### src/rtl/serial_add_sub_pkg.sv
// Shared types for the slice-serial adder/subtractor: FSM state encoding and
// the index-width helper.
package serial_add_sub_pkg;

  typedef enum logic [1:0] {
    S_IDLE = 2'd0,
    S_RUN  = 2'd1,
    S_DONE = 2'd2
  } state_t;

  // Slice index width; a single-slice configuration still needs a 1-bit index.
  function automatic int idx_w(input int nsl);
    return (nsl > 1) ? $clog2(nsl) : 1;
  endfunction

endpackage

### src/rtl/add_slice.sv
// Combinational SLICE-bit ripple adder built from per-bit full-adder cells.
// c_msb exposes the carry into the top bit so the caller can derive overflow.
module add_slice #(
  parameter int SLICE = 4
) (
  input  logic [SLICE-1:0] a,
  input  logic [SLICE-1:0] b,
  input  logic             cin,
  output logic [SLICE-1:0] s,
  output logic             cout,
  output logic             c_msb
);

  logic [SLICE:0] c;

  assign c[0] = cin;

  for (genvar i = 0; i < SLICE; i++) begin : g_fa
    assign s[i]   = a[i] ^ b[i] ^ c[i];
    assign c[i+1] = (a[i] & b[i]) | (c[i] & (a[i] ^ b[i]));
  end

  assign cout  = c[SLICE];
  assign c_msb = c[SLICE-1];

endmodule

### src/rtl/serial_add_sub.sv
// Multi-cycle add/subtract: processes SLICE bits per clock, LSB slice first,
// with a start/busy/done handshake and results held until the next start.
module serial_add_sub
  import serial_add_sub_pkg::*;
#(
  parameter int WIDTH = 16,
  parameter int SLICE = 4
) (
  input  logic             clock,
  input  logic             reset,
  input  logic             start,
  input  logic             op_sub,
  input  logic [WIDTH-1:0] a,
  input  logic [WIDTH-1:0] b,
  input  logic             cin,
  output logic             busy,
  output logic             done,
  output logic [WIDTH-1:0] sum,
  output logic             cout,
  output logic             overflow
);

  localparam int NSL = WIDTH / SLICE;
  localparam int IW  = idx_w(NSL);
  localparam logic [IW-1:0] LAST = IW'(NSL - 1);

  state_t                        state;
  logic [NSL-1:0][SLICE-1:0]     a_r, b_r, sum_r;
  logic                          carry;
  logic [IW-1:0]                 idx;

  logic [SLICE-1:0]              s_sl;
  logic                          c_sl, c_msb;

  add_slice #(.SLICE(SLICE)) u_slice (
    .a     (a_r[idx]),
    .b     (b_r[idx]),
    .cin   (carry),
    .s     (s_sl),
    .cout  (c_sl),
    .c_msb (c_msb)
  );

  assign sum = sum_r;

  always_ff @(posedge clock or posedge reset) begin
    if (reset) begin
      state    <= S_IDLE;
      a_r      <= '0;
      b_r      <= '0;
      sum_r    <= '0;
      carry    <= 1'b0;
      idx      <= '0;
      busy     <= 1'b0;
      done     <= 1'b0;
      cout     <= 1'b0;
      overflow <= 1'b0;
    end else begin
      case (state)
        S_IDLE, S_DONE: begin
          done <= 1'b0;
          if (start) begin
            // Subtraction runs as a + ~b + ~cin through the same adder.
            a_r   <= a;
            b_r   <= op_sub ? ~b : b;
            carry <= cin ^ op_sub;
            idx   <= '0;
            sum_r <= '0;
            busy  <= 1'b1;
            state <= S_RUN;
          end else begin
            state <= S_IDLE;
          end
        end
        S_RUN: begin
          sum_r[idx] <= s_sl;
          carry      <= c_sl;
          if (idx == LAST) begin
            cout     <= c_sl;
            overflow <= c_sl ^ c_msb;
            busy     <= 1'b0;
            done     <= 1'b1;
            state    <= S_DONE;
          end else begin
            idx <= idx + 1'b1;
          end
        end
        default: begin
          busy  <= 1'b0;
          done  <= 1'b0;
          state <= S_IDLE;
        end
      endcase
    end
  end

endmodule

### config.mk
export PLATFORM = sky130hd
export DESIGN_NAME = serial_add_sub
export DESIGN_NICKNAME = d
export VERILOG_FILES = /design/src/rtl/serial_add_sub_pkg.sv /design/src/rtl/add_slice.sv /design/src/rtl/serial_add_sub.sv
export SDC_FILE = /design/constraint.sdc
export NUM_CORES = 1
export LEC_CHECK = 0
export CAP_MARGIN = 20
export CORE_ASPECT_RATIO = 0.8
export CORE_MARGIN = 1.5
export CORE_UTILIZATION = 25
export CTS_CLUSTER_SIZE = 24
export DETAILED_ROUTE_END_ITERATION = 12
export PLACE_DENSITY = 0.53
export SLEW_MARGIN = 20
export SYNTH_ARGS = -nofsm -noshare
export SYNTH_HDL_FRONTEND = slang
export SYNTH_SLANG_ARGS = --single-unit
### constraint.sdc
create_clock -name clock -period 2.4 [get_ports clock]
set_input_delay 0.72 -clock clock [delete_from_list [all_inputs] [get_ports clock]]
set_output_delay 0.72 -clock clock [all_outputs]
set_load 0.02 [all_outputs]
==> results.tsv, run 1 <==
metric	value	unit
Worst-Margin Slew	367	ps
Nets	328	
Period Utilization, post-route	107	%
type of destination of the critical path	flop	
commonest cells after routing, fill and taps aside	56 x clkdlybuf4s50_1, 55 x dfrtp_1, 24 x o21ai_1	
worst skew pair latency	290	ps
clk sink count	56	
Pwr Total	5.32	mW
Mapped Area	0.00272	mm2
I/O Buffers	56	
Cells after DPL	413	
ANT nets after route	0	
CP arrival	2770	ps
die height	96.4	um
starting density of the core	26.2	%
Layout area overhead	35.0	%
pwr dens	1450	mW/mm2
CTS tree	done	
Remaining Overflow, GRT	0	
Clk pin slew, worst setup/hold paths	70	ps
Seq/Total Area, Yosys	51.4	%
DP HPWL	4340	um
placer's final routability congestion estimate	0.731	
largest net degree at the start of global routing	56	
worst hold slack	482	ps
leakage power	1.59	nW
maximum vdd drop	0.558	mV
startpoint types	flop	
reg-to-reg startpoint	idx[0]$_DFFE_PP0P_	
Initial DRT Pass Iterations	4	
DIE AREA	0.0115	mm2
detailed-route wire length	5700	um
post-route cell area	0.00368	mm2
final setup fails	7	
Yosys reg bits	56	
Synth Area per Inst	12.4	um2
register area	0.00140	mm2
most common cell after layout, fill and taps aside	clkdlybuf4s50_1	
DR iter-0 viols	98	
hold_sp	b_r[9]$_DFFE_PP0P_	
outcome	finished, violations left	
# DRC	0	
setup ws final	-164	ps
post-synth cell types	25	
core area	0.0104	mm2
area occupied by multi-input gates	0.00117	mm2
# diodes	0	
die width	120	um
critical path type	reg2reg	
# fillers	1056	
Rel. slew slack	75.5	%
final slew viol count	0	
Area after DPL	0.00346	mm2
max-cap viol count	0	
TritonCTS buffer count	5	
CP Launch Point	idx[0]$_DFFE_PP0P_	
hold violation count in the final report	0	
io pins	57	
# H-tree levels	2	
initial antenna violation count	0	
DR WL/cell	13.5	um
Crit Path Max Fanout	4	
routed vias	1745	
Mapped Cells	219	
Max Buffers Root-to-Sink	2	
Clock Skew	6.30	ps
Root Driver	clkbuf_16	
via count of the first global-routing pass	1869	
share of cells above drive strength 1	20.5	%
first-pass GRT wire length	9780	um
synth warn	0	
Rows	33	
RSZ-0062 raised after global routing	yes	
Hold Path Class	reg2reg	
Max Fclk	390	MHz
Total GRT Usage	10.9	%
syn nets	264	
final instance count without filler cells	423	
Required @ worst endpoint	2610	ps
vias per cell	4.13	
minimum clock period	2560	ps
failing checks	negative setup slack	
## worst max-delay path: stages, from the launching register on
cell	delay, ps
dfrtp_2	420
mux4_2	520
inv_2	70
fa_2	190
fa_2	190
inv_2	40
fa_2	350
fa_1	520
inv_2	60
o21ai_1	130
## area by class of cell
type | instances | share of cell area [%]
multi-input cells | 137 | 31.8
clock buffers | 5 | 3.40
repair buffers | 70 | 18.9
flip-flops and latches | 56 | 38.1
inverters | 13 | 1.40
well taps | 140 | 4.76
clock inverters | 2 | 1.63
## where the power goes
group	switching [mW]	internal (mW)	total, mW
Clock	0.318	0.592	0.910
Combinational	1.34	1.42	2.76
Sequential	0.277	1.38	1.65
Total	1.94	3.38	5.32
## state kept, by name, indices dropped and copies added (netlist names)
signal    cells
busy          1
overflow      1
cout          1
b_r          16
idx           2
carry         1
a_r          16
state         1
done          1
sum          16
## cell families after synthesis
group,synth area share (%)
XOR/XNOR,6.11
adder cells (fa/ha/maj),4.78
AND/OR/NAND/NOR,8.13
flip-flops,51.4
AO/OA/AOI/OAI,7.76
multiplexers,15.8
buffers and inverters,5.93
## cells in the mapped netlist (all sizes together)
library cell   n  area share [%]
nor3           1            0.18
mux4           8             6.6
nand2         19             2.6
dfrtp         56              51
a22o           1            0.32
xnor2         19             6.1
clkbuf         1            0.14
nand2b         2            0.55
o21ai         36             6.6
mux2          17             9.2
nor2           3            0.41
inv           13             1.8
buf           12             4.0
fa             4             2.9
ha             4             1.8
nand3         17             3.1
a21o           1            0.28
nand3b         4             1.2
o221ai         1            0.55
## final timing paths
kind,end,cells after the start,slack (ps)
worst max-delay path,sum[7]$_DFFE_PP0P_,9,-160
worst min-delay path,b_r[9]$_DFFE_PP0P_,2,480
worst max register to register,sum[7]$_DFFE_PP0P_,9,-160
worst min register to register,b_r[9]$_DFFE_PP0P_,2,480
max in group asynchronous,b_r[5]$_DFFE_PP0P_,3,1260
min in group asynchronous,a_r[0]$_DFFE_PP0P_,3,770
## layer usage
layer / GRT usage (%) / part of all wire [%] / up-vias
met5: 0 / 0 / -
met4: 2.38 / 0.60 / 0
met3: 2.84 / 4.3 / 5
met2: 17.6 / 44 / 44
met1: 14.8 / 51 / 822
li1: - / - / 874
## what timing repair did
| action | CTS | global route |
|---|---|---|
| hold buffers | 0 | 0 |
| setup endpoints to repair | 9 | 11 |
| setup buffers | 1 | 2 |
| gates resized for setup | 2 | 5 |
| pin swaps | 1 | 0 |
| gates cloned | 0 | 0 |
## stage by stage
step / setup slack (ps) / setup TNS [ps] / util [%]
4_1_cts: -158 / -959 / 35.1
5_1_grt: -274 / -1800 / 35.3
3_3_place_gp: -133 / -865 / 33.2
6_report: -164 / -1020 / 35.3
3_5_place_dp: -208 / -1270 / 33.2
2_1_floorplan: -184 / -1230 / -
No activity file was read; power rests on OpenSTA's default activity.
==> run 2, diff against run 1 <==
--- a/config.mk
+++ b/config.mk
@@ -7,7 +7,6 @@
 export LEC_CHECK = 0
 export CAP_MARGIN = 20
 export CORE_ASPECT_RATIO = 0.8
-export CORE_MARGIN = 1.5
 export CORE_UTILIZATION = 25
 export CTS_CLUSTER_SIZE = 24
 export DETAILED_ROUTE_END_ITERATION = 12
==> results.tsv, run 2 (same netlist as run 1, synthesis figures left out) <==
metric	value	unit	change
commonest cells after routing, fill and taps aside	56 x clkdlybuf4s50_1, 55 x dfrtp_1, 23 x o21ai_1		
GRT met2 Usage	18.1	%	+0.50 points
die height	95.4	um	-1.0%
detailed-route wire length	5640	um	-1.0%
TritonCTS buffer count	5		unchanged
Net Sw Frac	36.4	%	-0.083 points
Power Internal	3.30	mW	-2.5%
max-cap viol count	0		unchanged
# DRC	0		unchanged
Period Utilization, post-route	106	%	-0.54 points
worst skew pair latency	280	ps	about the same
hold violation count in the final report	0		unchanged
DR WL/cell	13.5	um	+0.15%
Root Driver	clkbuf_16		
final slew viol count	0		unchanged
ANT nets after route	0		unchanged
Total GRT Usage	10.8	%	-0.12 points
Nets	323		-1.5%
DP HPWL	4220	um	-2.9%
worst slack at placement	-183	ps	+24.4 ps
Required @ worst endpoint	2610	ps	about the same
vias per cell	4.19		+1.5%
# H-tree levels	2		unchanged
startpoint types	flop		
CTS tree	done		
Initial DRT Pass Iterations	5		+1
initial antenna violation count	0		unchanged
Worst-Margin Slew	345	ps	-22.4 ps
leakage power	1.57	nW	-1.4%
RSZ-0062 raised after global routing	yes		
first-pass GRT wire length	9410	um	-3.7%
Crit Path Max Fanout	4		unchanged
minimum clock period	2550	ps	-13.1 ps
via count of the first global-routing pass	1815		-2.9%
critical path type	reg2reg		
largest net degree at the start of global routing	68		+21%
starting density of the core	26.2	%	unchanged
core area	0.0104	mm2	unchanged
CP arrival	2760	ps	about the same
Clk pwr share	17.5	%	+0.4 points
Max Fclk	392	MHz	+0.51%
die width	119	um	-0.84%
final instance count without filler cells	418		-1.2%
Cells after DPL	411		-0.48%
Remaining Overflow, GRT	0		unchanged
Comb pwr share	50.7	%	-1.2 points
type of destination of the critical path	flop		
share of cells above drive strength 1	19.4	%	-1.1 points
Reg power frac	31.8	%	+0.8 points
Rows	33		unchanged
Clk pin slew, worst setup/hold paths	70	ps	about the same
Rel. slew slack	76.9	%	+1.4 points
Max Buffers Root-to-Sink	2		unchanged
routed vias	1750		+0.29%
number of hold buffers added after cts	0		unchanged
placer's final routability congestion estimate	0.714		-2.3%
Switch Pwr	1.88	mW	-2.9%
I/O Buffers	56		unchanged
Clock Skew	3.06	ps	-3.24 ps
DR iter-0 viols	101		+3.1%
clk sink count	56		unchanged
met1 global-route usage	14.4	%	-0.45 points
outcome	finished, violations left		
worst hold slack	487	ps	+5.04 ps
# fillers	1079		+2.2%
Post CTS Setup Buffer Count	0		-1
# diodes	0		unchanged
failing checks	negative setup slack		
Layout area overhead	33.7	%	
maximum vdd drop	0.561	mV	+0.50%
busiest layer in global routing	met2		
pwr dens	1420	mW/mm2	-1.7%
Hold Path Class	reg2reg		
met3 Resource Use GR	2.39	%	-0.45 points
DIE AREA	0.0113	mm2	-1.9%
setup ws final	-151	ps	+13.1 ps
final setup fails	7		unchanged
io pins	57		unchanged
most common cell after layout, fill and taps aside	clkdlybuf4s50_1		
==> run 2: changes by cell type in the layout (fill, tap and decap cells not counted) <==
| cell | before | now |
|---|---|---|
| buf_4 | 11 | 7 |
| inv_4 | 1 | 0 |
| o21ai_0 | 12 | 13 |
| xnor2_2 | 0 | 1 |
| buf_6 | 1 | 0 |
| inv_2 | 5 | 6 |
| xnor2_1 | 19 | 18 |
| o21ai_1 | 24 | 23 |
==> run 2: final cells by class <==
cell class / instances / area (um2) / share of cell area [%]
Timing Repair Buffer: 65 / 653 / 17.9
Inverter: 13 / 48.8 / 1.34
Multi-Input combinational cell: 137 / 1180 / 32.3
Tap cell: 140 / 175 / 4.81
Clock buffer: 5 / 125 / 3.44
Clock inverter: 2 / 60.1 / 1.65
Sequential cell: 56 / 1400 / 38.5
==> run 2: timing repair <==
| item | 4_1_cts | 5_1_grt |
|---|---|---|
| endpoints found under the setup margin | 10 | 11 |
| endpoints found under the hold margin | 0 | 0 |
| pin swaps | 0 | 2 |
| gates resized for setup | 2 | 3 |
| gates cloned | 0 | 0 |
==> run 2: path summary, 6_finish.rpt <==
| check | cells after the start | from | slack [ps] | end |
|---|---|---|---|---|
| hold / removal | 2 | overflow$_DFFE_PP0P_ | 490 | overflow$_DFFE_PP0P_ |
| setup / recovery | 9 | idx[0]$_DFFE_PP0P_ | -150 | sum[11]$_DFFE_PP0P_ |
| hold reg to reg | 2 | overflow$_DFFE_PP0P_ | 490 | overflow$_DFFE_PP0P_ |
| min in group asynchronous | 3 | reset | 810 | busy$_DFFE_PP0P_ |
| setup reg to reg | 9 | idx[0]$_DFFE_PP0P_ | -150 | sum[11]$_DFFE_PP0P_ |
| max in group asynchronous | 3 | reset | 1330 | idx[0]$_DFFE_PP0P_ |
==> run 2: critical path, stage by stage, from the launching register on <==
cell	delay, ps
dfrtp_2	410
mux4_2	510
inv_1	80
fa_2	190
fa_1	170
inv_2	40
fa_2	340
fa_2	530
inv_2	50
o21ai_1	130
==> run 2: power by group through the flow <==
stage	sequential (mW)	combinational [mW]	clock, mW
final	1.65	2.63	0.905
after global routing	1.71	2.93	0.969
after CTS	1.66	2.61	0.936
after detailed placement	1.67	2.59	0
after global placement	1.67	2.56	0
after floorplan	1.69	1.73	0
==> run 2: routing by layer <==
layer	vias to the layer above	part of all wire (%)
met5	-	0
met4	0	0.62
met3	5	5.2
met2	45	46
met1	834	49
li1	866	-
==> run 2: through the flow <==
stage	utilization [%]	instance area (um2)	setup TNS (ps)	total power, mW
after global placement	33.1	3440	-843	4.23
after CTS	34.9	3630	-999	5.21
after floorplan	-	2730	-1230	3.43
after detailed placement	33.1	3440	-1210	4.27
final	35.0	3640	-753	5.18
after global routing	35.0	3640	-1700	5.61
==> RTL change, RTL diff (flow settings as in run 1) <==
`SLICE` is set to 4 in 2 places; all go to 8.
--- a/src/rtl/add_slice.sv
+++ b/src/rtl/add_slice.sv
@@ -1,7 +1,7 @@
 // Combinational SLICE-bit ripple adder built from per-bit full-adder cells.
 // c_msb exposes the carry into the top bit so the caller can derive overflow.
 module add_slice #(
-  parameter int SLICE = 4
+  parameter int SLICE = 8
 ) (
   input  logic [SLICE-1:0] a,
   input  logic [SLICE-1:0] b,
--- a/src/rtl/serial_add_sub.sv
+++ b/src/rtl/serial_add_sub.sv
@@ -4,7 +4,7 @@
   import serial_add_sub_pkg::*;
 #(
   parameter int WIDTH = 16,
-  parameter int SLICE = 4
+  parameter int SLICE = 8
 ) (
   input  logic             clock,
   input  logic             reset,
Function: changed (a bounded check fails within 4 cycles, from zero or initial values and one cycle with reset high).
==> RTL change against run 1 <==
  * The flow still finishes with violations (negative setup slack)
  * Wire length fell by 5.0%
  * Non-clock buffer count decreased by 6
  * Via count fell by 3.4%
  * Die area fell by 4.1%
  * Maximum frequency fell by 32%
  * Area after synthesis fell by 4.2%
  * First-iteration DRC count increased by 48%
  * Clock skew decreased by 0.0032 ns
  * Critical endpoint is now sum[15]
  * Setup slack worse by 1.2 ns
  * Sequential cell count down 1
  * Design area decreased by 4.6%
  * Total power shrank 8.0%
  * Utilization down 0.93 points
==> RTL change: results (changes against run 1) <==
Outcome
  • Outcome: complete, but fails checks
  • Failing checks: negative setup slack

STA
  • Final setup viols: 13 (+6)
  • Clock Skew: 0.00309 ns (-0.00321 ns)
  • Slew @ Worst Pin: 0.723 ns (+0.355 ns)
  • Min setup slack post-route: -1.34 ns (-1.18 ns)

Finish
  • Nets: 319 (-2.7%)
  • Fillers: 1029 (-2.6%)
  • Layout cell share with drive strength beyond 1: 21.1% (+0.60 points)

Detailed routing
  • Vias: 1685 (-3.4%)
  • Vias per inst: 4.06 (-1.6%)
  • DRT iter0 DRCs: 145 (+48%)

GRT
  • M3 GR Usage: 3.02% (+0.17 points)
  • Met1 global-route usage: 16.2% (+1.4 points)
  • Global-route usage over all layers: 11.0% (+0.075 points)
  • First-pass GRT wire length: 9180 um (-6.1%)

Worst setup path
  • CP max stage delay: 0.45 ns (-0.07 ns)
  • Worst Reg-to-Reg Cells: 14 (+5)
  • RR Startpoint: idx
  • Reg-to-Reg End: sum[15]
  • Critical Path AT: 3.90 ns (+1.13 ns)
  • CP Max Fanout: 5 (+1)
  • Worst path slowest cell: dfrtp_2

Clock tree
  • Post-CTS Setup Repair Bufs: 0 (-1)

Logic synthesis
  • Post-synthesis compound-gate area fraction: 8.20% (+0.43 points)
  • Synth cell count leaders: dfrtp_1, o21ai_0, nand2_1
  • Post-Synth Adder-Cell Area: 6.14% (+1.4 points)

Placement
  • HPWL Detailed: 4040 um (-6.9%)
  • GPL Wtd Cong: 0.721 (-1.4%)

Power
  • Leakage power: 1.47 nW (-7.3%)
RTL change: worst max path at each step:
stage,start,end,cells past startpoint
after floorplan,idx,sum[15],16
after global placement,idx,sum[15],14
after detailed placement,idx,sum[15],14
after CTS,idx,sum[15],14
after global routing,idx,sum[15],14
final,idx,sum[15],14
RTL change: cell families (layout without fill, tap and decap cells):
logic type,Yosys count,after routing
multiplexers,32,32
buffers and inverters,25,81
AND/OR/NAND/NOR,45,45
XOR/XNOR,18,18
flip-flops,55,55
adder cells (fa/ha/maj),8,8
AO/OA/AOI/OAI,36,36
RTL change: power breakdown:
part | internal, mW | switching, mW
combinational | 1.22 | 1.33
sequential | 1.34 | 0.241
clock | 0.445 | 0.315
RTL change: cell type report:
cell class              count  area share [%]
well taps                 140            4.99
multi-input cells         139            31.6
flip-flops and latches     55            39.3
repair buffers             64            18.8
clock buffers               8            4.46
inverters                   9           0.963
RTL change: stage by stage:
stage | TNS, ns | power, mW | hold slack [ns] | cell area [um2] | util (%)
after CTS | -10.39 | 4.99 | 0.486 | 3510 | 34.4
after global placement | -9.73 | 4.11 | 0.464 | 3350 | 32.9
after detailed placement | -10.59 | 4.18 | 0.470 | 3350 | 32.9
after floorplan | -11.08 | 3.34 | 0.444 | 2650 | -
final | -10.27 | 4.90 | 0.482 | 3510 | 34.4
after global routing | -11.93 | 5.36 | 0.522 | 3510 | 34.4
RTL change: critical path, delay by kind of cell (launching register included):
kind                       cells  cell delay [ns]
adders and majority gates      8             2.67
DFF                            1             0.45
buffers and inverters          4             0.25
muxes                          1             0.18
AOI/OAI and AO/OA              1             0.06
RTL change: repair_timing:
| item | CTS | global route |
|---|---|---|
| setup endpoints to repair | 13 | 13 |
| gates resized for setup | 4 | 0 |
| hold endpoints to repair | 0 | 0 |
| hold buffers | 0 | 0 |
RTL change: layer usage:
| metal | vias up | wire [um] |
|---|---|---|
| li1 | 848 | - |
| met5 | - | 0 |
| met3 | 8 | 354 |
| met1 | 786 | 2740 |
| met4 | 0 | 73 |
| met2 | 43 | 2250 |
